==> config.mk <==
export PLATFORM = sky130hd
export DESIGN_NAME = rx_frame_ctrl
export DESIGN_NICKNAME = d
export VERILOG_FILES = /design/src/rtl/rx_frame_ctrl.sv
export SDC_FILE = /design/constraint.sdc
export NUM_CORES = 1
export LEC_CHECK = 0
export CAP_MARGIN = 20
export CORE_MARGIN = 5
export CORE_UTILIZATION = 35
export DETAILED_ROUTE_END_ITERATION = 12
export HOLD_SLACK_MARGIN = 0.03
export PLACE_DENSITY = 0.6
export SYNTH_ARGS = -nofsm -noshare
export SYNTH_HDL_FRONTEND = slang
export SYNTH_SLANG_ARGS = --single-unit
export TNS_END_PERCENT = 10
==> constraint.sdc <==
create_clock -name clk -period 4 [get_ports clk]
set_input_delay 0.8 -clock clk [delete_from_list [all_inputs] [get_ports clk]]
set_output_delay 0.8 -clock clk [all_outputs]
set_load 0.01 [all_outputs]
==> src/rtl/rx_frame_ctrl.sv <==
// -----------------------------------------------------------------------------
// rx_frame_ctrl
//
// Receive-side frame controller. Each accepted frame is checked in a single
// CHECK cycle. The controller answers each frame with exactly one registered
// pulse:
//   - ack        : the frame is good, and its data is pushed into a 4-entry
//                  show-ahead FIFO.
//   - nak        : the frame is bad, and the sender is asked to retransmit.
//   - retry_fail : the frame is bad after MAX_RETRY consecutive NAKs, and it
//                  is dropped.
//
// Frame format: [9:7] checksum, [6:0] data.
// A frame is good when its checksum field equals popcount(data[5:0]) ^ 3'b111.
// Bit 6 of the data field is carried to the output but is not covered by the
// checksum.
//
// Optional feature (macro RX_ERR_CNT_EN):
//   - adds the output err_cnt, an 8-bit saturating count of nak and
//     retry_fail pulses.
//
// Parameters:
//   MAX_RETRY  NAKs issued before a frame is abandoned (legal range 1..7)
//
// Ports:
//   clk         rising-edge clock
//   rst_n       synchronous active-low reset
//   in_valid    in_frame holds a received frame
//   in_ready    controller accepts a frame this cycle
//   in_frame    received frame {checksum[2:0], data[6:0]}
//   ack         one-cycle pulse, last frame good
//   nak         one-cycle pulse, last frame bad, retransmit requested
//   retry_fail  one-cycle pulse, frame abandoned
//   out_valid   FIFO head is valid
//   out_ready   consumer takes the FIFO head this cycle
//   out_data    FIFO head data
//   busy        FSM is in CHECK
//   err_cnt     (RX_ERR_CNT_EN only) saturating error-pulse count
// -----------------------------------------------------------------------------
module rx_frame_ctrl #(
    parameter int unsigned MAX_RETRY = 3
) (
    input  logic       clk,
    input  logic       rst_n,
    input  logic       in_valid,
    output logic       in_ready,
    input  logic [9:0] in_frame,
    output logic       ack,
    output logic       nak,
    output logic       retry_fail,
    output logic       out_valid,
    input  logic       out_ready,
    output logic [6:0] out_data,
    output logic       busy
`ifdef RX_ERR_CNT_EN
    ,
    output logic [7:0] err_cnt
`endif
);

    localparam logic [2:0] RETRY_LIMIT = 3'(MAX_RETRY);

    typedef enum logic {
        IDLE  = 1'b0,
        CHECK = 1'b1
    } state_t;

    state_t     state;
    state_t     state_nxt;

    logic [9:0] frame_q;
    logic       accept;
    logic       frame_good;
    logic       push;
    logic       pop;

    logic [2:0] retry_q;
    logic [2:0] count_q;
    logic [1:0] wr_ptr;
    logic [1:0] rd_ptr;
    logic [6:0] mem [4];

    function automatic logic [2:0] calc_checksum(input logic [5:0] bits);
        logic [2:0] ones;
        ones = '0;
        for (int i = 0; i < 6; i++) begin
            ones = ones + {2'b00, bits[i]};
        end
        return ones ^ 3'b111;
    endfunction

    // in_ready is gated by rst_n so that it reads 0 throughout reset, even
    // before the first reset edge has settled the state register.
    assign in_ready   = rst_n && (state == IDLE) && (count_q < 3'd4);
    assign accept     = in_valid && in_ready;
    assign busy       = (state == CHECK);
    assign frame_good = (calc_checksum(frame_q[5:0]) == frame_q[9:7]);

    // The FIFO cannot be full here. A frame is only accepted while
    // count < 4, and the count cannot grow while the FSM is in CHECK.
    assign push       = busy && frame_good;
    assign out_valid  = (count_q != 3'd0);
    assign pop        = out_valid && out_ready;
    assign out_data   = rst_n ? mem[rd_ptr] : 7'b0;

    // ------------------------------------------------------------------
    // FSM
    // ------------------------------------------------------------------
    // NOTE: sequential state uses non-blocking (<=) assignments so that all
    // registers update together from their pre-edge values.
    always_ff @(posedge clk) begin
        if (!rst_n) begin
            state <= IDLE;
        end else begin
            state <= state_nxt;
        end
    end

    // NOTE: the default is assigned before the case statement so that every
    // path drives state_nxt and no latch is inferred.
    always_comb begin
        state_nxt = state;
        case (state)
            IDLE:    if (accept) state_nxt = CHECK;
            CHECK:   state_nxt = IDLE;
            default: state_nxt = IDLE;
        endcase
    end

    // The frame register is a pure datapath register and has no reset.
    // It is only read while in CHECK, and entering CHECK always loads it.
    always_ff @(posedge clk) begin
        if (accept) begin
            frame_q <= in_frame;
        end
    end

    // ------------------------------------------------------------------
    // Response pulses and retry count
    // ------------------------------------------------------------------
    // CHECK lasts exactly one cycle, so clearing the pulses every cycle
    // and setting at most one of them in CHECK keeps each of them one cycle
    // wide and mutually exclusive.
    always_ff @(posedge clk) begin
        if (!rst_n) begin
            ack        <= 1'b0;
            nak        <= 1'b0;
            retry_fail <= 1'b0;
            retry_q    <= 3'd0;
        end else begin
            ack        <= 1'b0;
            nak        <= 1'b0;
            retry_fail <= 1'b0;
            if (busy) begin
                if (frame_good) begin
                    ack     <= 1'b1;
                    retry_q <= 3'd0;
                end else if (retry_q < RETRY_LIMIT) begin
                    nak     <= 1'b1;
                    retry_q <= retry_q + 3'd1;
                end else begin
                    retry_fail <= 1'b1;
                    retry_q    <= 3'd0;
                end
            end
        end
    end

    // ------------------------------------------------------------------
    // 4-entry show-ahead FIFO
    // ------------------------------------------------------------------
    always_ff @(posedge clk) begin
        if (!rst_n) begin
            wr_ptr  <= 2'd0;
            rd_ptr  <= 2'd0;
            count_q <= 3'd0;
        end else begin
            if (push) wr_ptr <= wr_ptr + 2'd1;
            if (pop)  rd_ptr <= rd_ptr + 2'd1;
            case ({push, pop})
                2'b10:   count_q <= count_q + 3'd1;
                2'b01:   count_q <= count_q - 3'd1;
                default: count_q <= count_q;
            endcase
        end
    end

    // NOTE: the storage array is deliberately not reset. The pointers and
    // count are reset, and a slot is never read before it has been written.
    always_ff @(posedge clk) begin
        if (push) begin
            mem[wr_ptr] <= frame_q[6:0];
        end
    end

`ifdef RX_ERR_CNT_EN
    // ------------------------------------------------------------------
    // Saturating error counter
    // ------------------------------------------------------------------
    // The counter updates on the same edge that raises nak or retry_fail, so
    // it already includes the new error in the pulse cycle.
    always_ff @(posedge clk) begin
        if (!rst_n) begin
            err_cnt <= 8'd0;
        end else if (busy && !frame_good && (err_cnt != 8'hFF)) begin
            err_cnt <= err_cnt + 8'd1;
        end
    end
`endif

endmodule

==> metrics <==
Final Cycle Share between 90 and 100%; status complete, no violations; minimum clock period slightly below 4 ns; first-pass GRT wire length around 6500 um; via count between 1000 and 1500; die height roughly 90 um; Critical Path End Type flip-flop; gr usage total between 10 and 15%; fill count 565; Final setup viols 0; post-synth top area cell edfxtp_1; critical path class flip-flop to flip-flop; total gr overflow 0; n_diodes 0; sw frac between 20% and 30%; Clock Power Share about a third; post-route ant nets 0; Worst Path Arrival ~4.2 ns; Yosys cell types 30; hold slack a little over 0.5 ns; die area about 8100 um^2; Worst Setup Start Kind flip-flop; CTS max path bufs 2; final WL 3960 um; Fin. Hold Viols 0; CP max stage delay approximately 0.58 ns; hold-fix buffers at CTS 0; r2r setup slk just over 0.05 ns; area of the core between 6000 and 7000 um^2; R2R depth 16; worst endpoint required time 4.24 ns; syn nets 170; Final Max Slew Viols 0; Flop pwr share between 50 and 60%; initial antenna violation count 0; First DRT Iteration DRCs between 80 and 90; Placer Congestion ~0.8; CTS tree done; layout net count roughly 210; Worst Hold End wr_ptr[1]; area share of the leading cell type in the synthesized netlist 51.0%; Area Overhead vs Synth 23.9%; worst hold path type flip-flop to flip-flop; f_max 253 MHz; Power Density 406 nW/um^2; clk_skew roughly 0.012 ns; worst-margin pin slew roughly 0.54 ns; reg2reg end count_q[2]; sequential share of the synthesized area 65.3%; maximum vdd drop ~210 uV; Yosys warning count 0; worst rel slew slack 63.8%; RSZ-0062 raised after global routing yes; Leak about 0.00094 uW; H-tree depth 2; CTS sink count 54; hpwl dp 2840 um; hold path depth 2; syn_area_per_cell between 15 and 20 um^2; Die Span X about 90 um; net switching power roughly 250 uW; Synth area leaders edfxtp_1, dfxtp_1, mux4_2; CTS buffer count 5; Worst path slowest cell fa_1; cell chain of the critical path fa_1 > inv_1 > fa_1 > inv_1 > ha_2 > inv_2 > fa_1 > xor2_2 > nor4b_4 > inv_1 > ha_2 > inv_2 > fa_2 > xor2_1 > or3_1 > a21oi_2; root buffer cell clkbuf_8; largest net degree at the start of global routing 18; Hold Path Origin wr_ptr[1]; worst-skew pair later-pin latency about 0.31 ns; Int Pwr 875 uW; io pins 27; Buffers & Inverters on Critical Path 5; WL per Instance 15.2 um; Initial Util 35.6%; drt pass-1 iters 4; proportion of layout cells with a drive suffix above 1 20.8%; vias in the first global route roughly 1400; Via density 4.70; PortBufs 26; R2R Path Start frame_q[1]; Worst-path clk slew ~0.080 ns; fin cells 260; Synth Instances approximately 150; Comb pwr share around an eighth; max-cap viol count 0; CP max FO 4; Post-Synthesis Cell Area 2240 um^2; Row Count 29; Inst Count DP 249; Yosys reg bits 54; CP delay by family, top adder cells; DRC Markers 0
[per-layer routing]
metal,track usage (%),routed length (um),vias up
met2,17.4,2050,23
met4,3.10,48,0
li1,-,-,589
met3,3.76,178,7
met5,0,0,-
met1,12.3,1680,603
[worst max path at each step]
stage	from	end	slack [ns]	depth (start not counted)
final	frame_q[1]	count_q[2]	0.05	16
after global routing	frame_q[1]	count_q[2]	-0.09	16
after CTS	frame_q[0]	count_q[2]	0.002	16
after detailed placement	frame_q[0]	count_q[2]	0.01	16
after global placement	frame_q[0]	count_q[2]	0.1	16
after floorplan	frame_q[0]	count_q[2]	0.12	16
[cell usage after synthesis, drive strengths merged]
cell type	n
edfxtp	38
nor4b	1
nor3b	1
fa	4
clkbuf	1
mux2i	2
xor2	5
o21ai	3
mux4	7
nand3b	3
nor2	6
dfxtp	16
and2	13
nand2	5
o41ai	1
nor4	1
o311ai	1
nand2b	1
nor3	3
or3	2
inv	13
xnor2	2
buf	3
nand4	2
o31a	1
ha	7
a21oi	3
[state kept, by name, indices dropped and copies added (netlist names), named ones only]
signal	flops
retry_fail	1
nak	1
busy	1
rd_ptr	2
mem	28
ack	1
retry_q	3
wr_ptr	2
frame_q	10
count_q	3
[layout make-up]
type	count	area, um^2	share of cell area (%)
clock buffers	5	68.8	2.48
clock inverters	2	38.8	1.40
inverters	13	48.8	1.76
multi-input cells	74	731	26.4
flip-flops and latches	54	1460	52.7
well taps	77	96.3	3.47
repair buffers	35	328	11.8
[worst reg2reg max path, cell delays in order (launching register included)]
cell and delay (ns):
edfxtp_1 0.45, fa_1 0.58, inv_1 0.06, fa_1 0.43, inv_1 0.07, ha_2 0.16
inv_2 0.04, fa_1 0.54, xor2_2 0.23, nor4b_4 0.07, inv_1 0.08, ha_2 0.19
inv_2 0.04, fa_2 0.32, xor2_1 0.15, or3_1 0.37, a21oi_2 0.12
[metrics by stage]
step                      utilization (%)  setup slack, ns  area (um^2)  setup TNS (ns)  power (uW)
after detailed placement             41.6          0.00965         2610               0         773
after global placement               41.6           0.0999         2610               0         769
after global routing                 44.2          -0.0913         2770          -0.113        1180
final                                44.2           0.0514         2770               0        1130
after CTS                            43.5          0.00216         2730               0        1130
after floorplan                         -            0.119         2240               0         714
[kinds of logic (layout without fill, tap and decap cells)]
kind of cell             after synthesis  after routing  synth area share [%]
AND/OR/NAND/NOR                       38             38                  10.7
buffers and inverters                 17             55                  2.96
adder cells (fa/ha/maj)               11             11                  7.49
AO/OA/AOI/OAI                          9              9                  2.85
flip-flops                            54             54                  65.3
multiplexers                           9              9                  7.94
XOR/XNOR                               7              7                  2.74
[cells in the final DEF, fill, tap and decap left out, types with 2 or more instances in the layout]
cell             instances
dfxtp_1                 16
mux2i_1                  2
nor3_1                   2
ha_1                     5
clkbuf_8                 5
nand3b_1                 3
and2_2                   4
buf_4                    9
xor2_1                   4
fa_1                     3
xnor2_1                  2
inv_1                   11
nor2_1                   5
mux4_2                   7
or3_1                    2
inv_2                    2
edfxtp_1                38
nand4_1                  2
nand2_1                  5
and2_1                   9
o21ai_0                  3
clkdlybuf4s50_1         26
a21oi_1                  2
ha_2                     2
[power groups by stage]
stage / combinational (uW) / clock (uW) / sequential [uW]
after global placement: 129 / 0 / 640
after global routing: 157 / 397 / 631
after CTS: 135 / 365 / 629
after detailed placement: 131 / 0 / 641
final: 143 / 356 / 627
after floorplan: 80.1 / 0 / 634
[repair_timing]
item	in CTS	in global routing
setup endpoints to repair	1	2
setup buffers	0	4
resized for setup	1	7
pin swaps	0	6
Power figures use the tool's default switching activity.
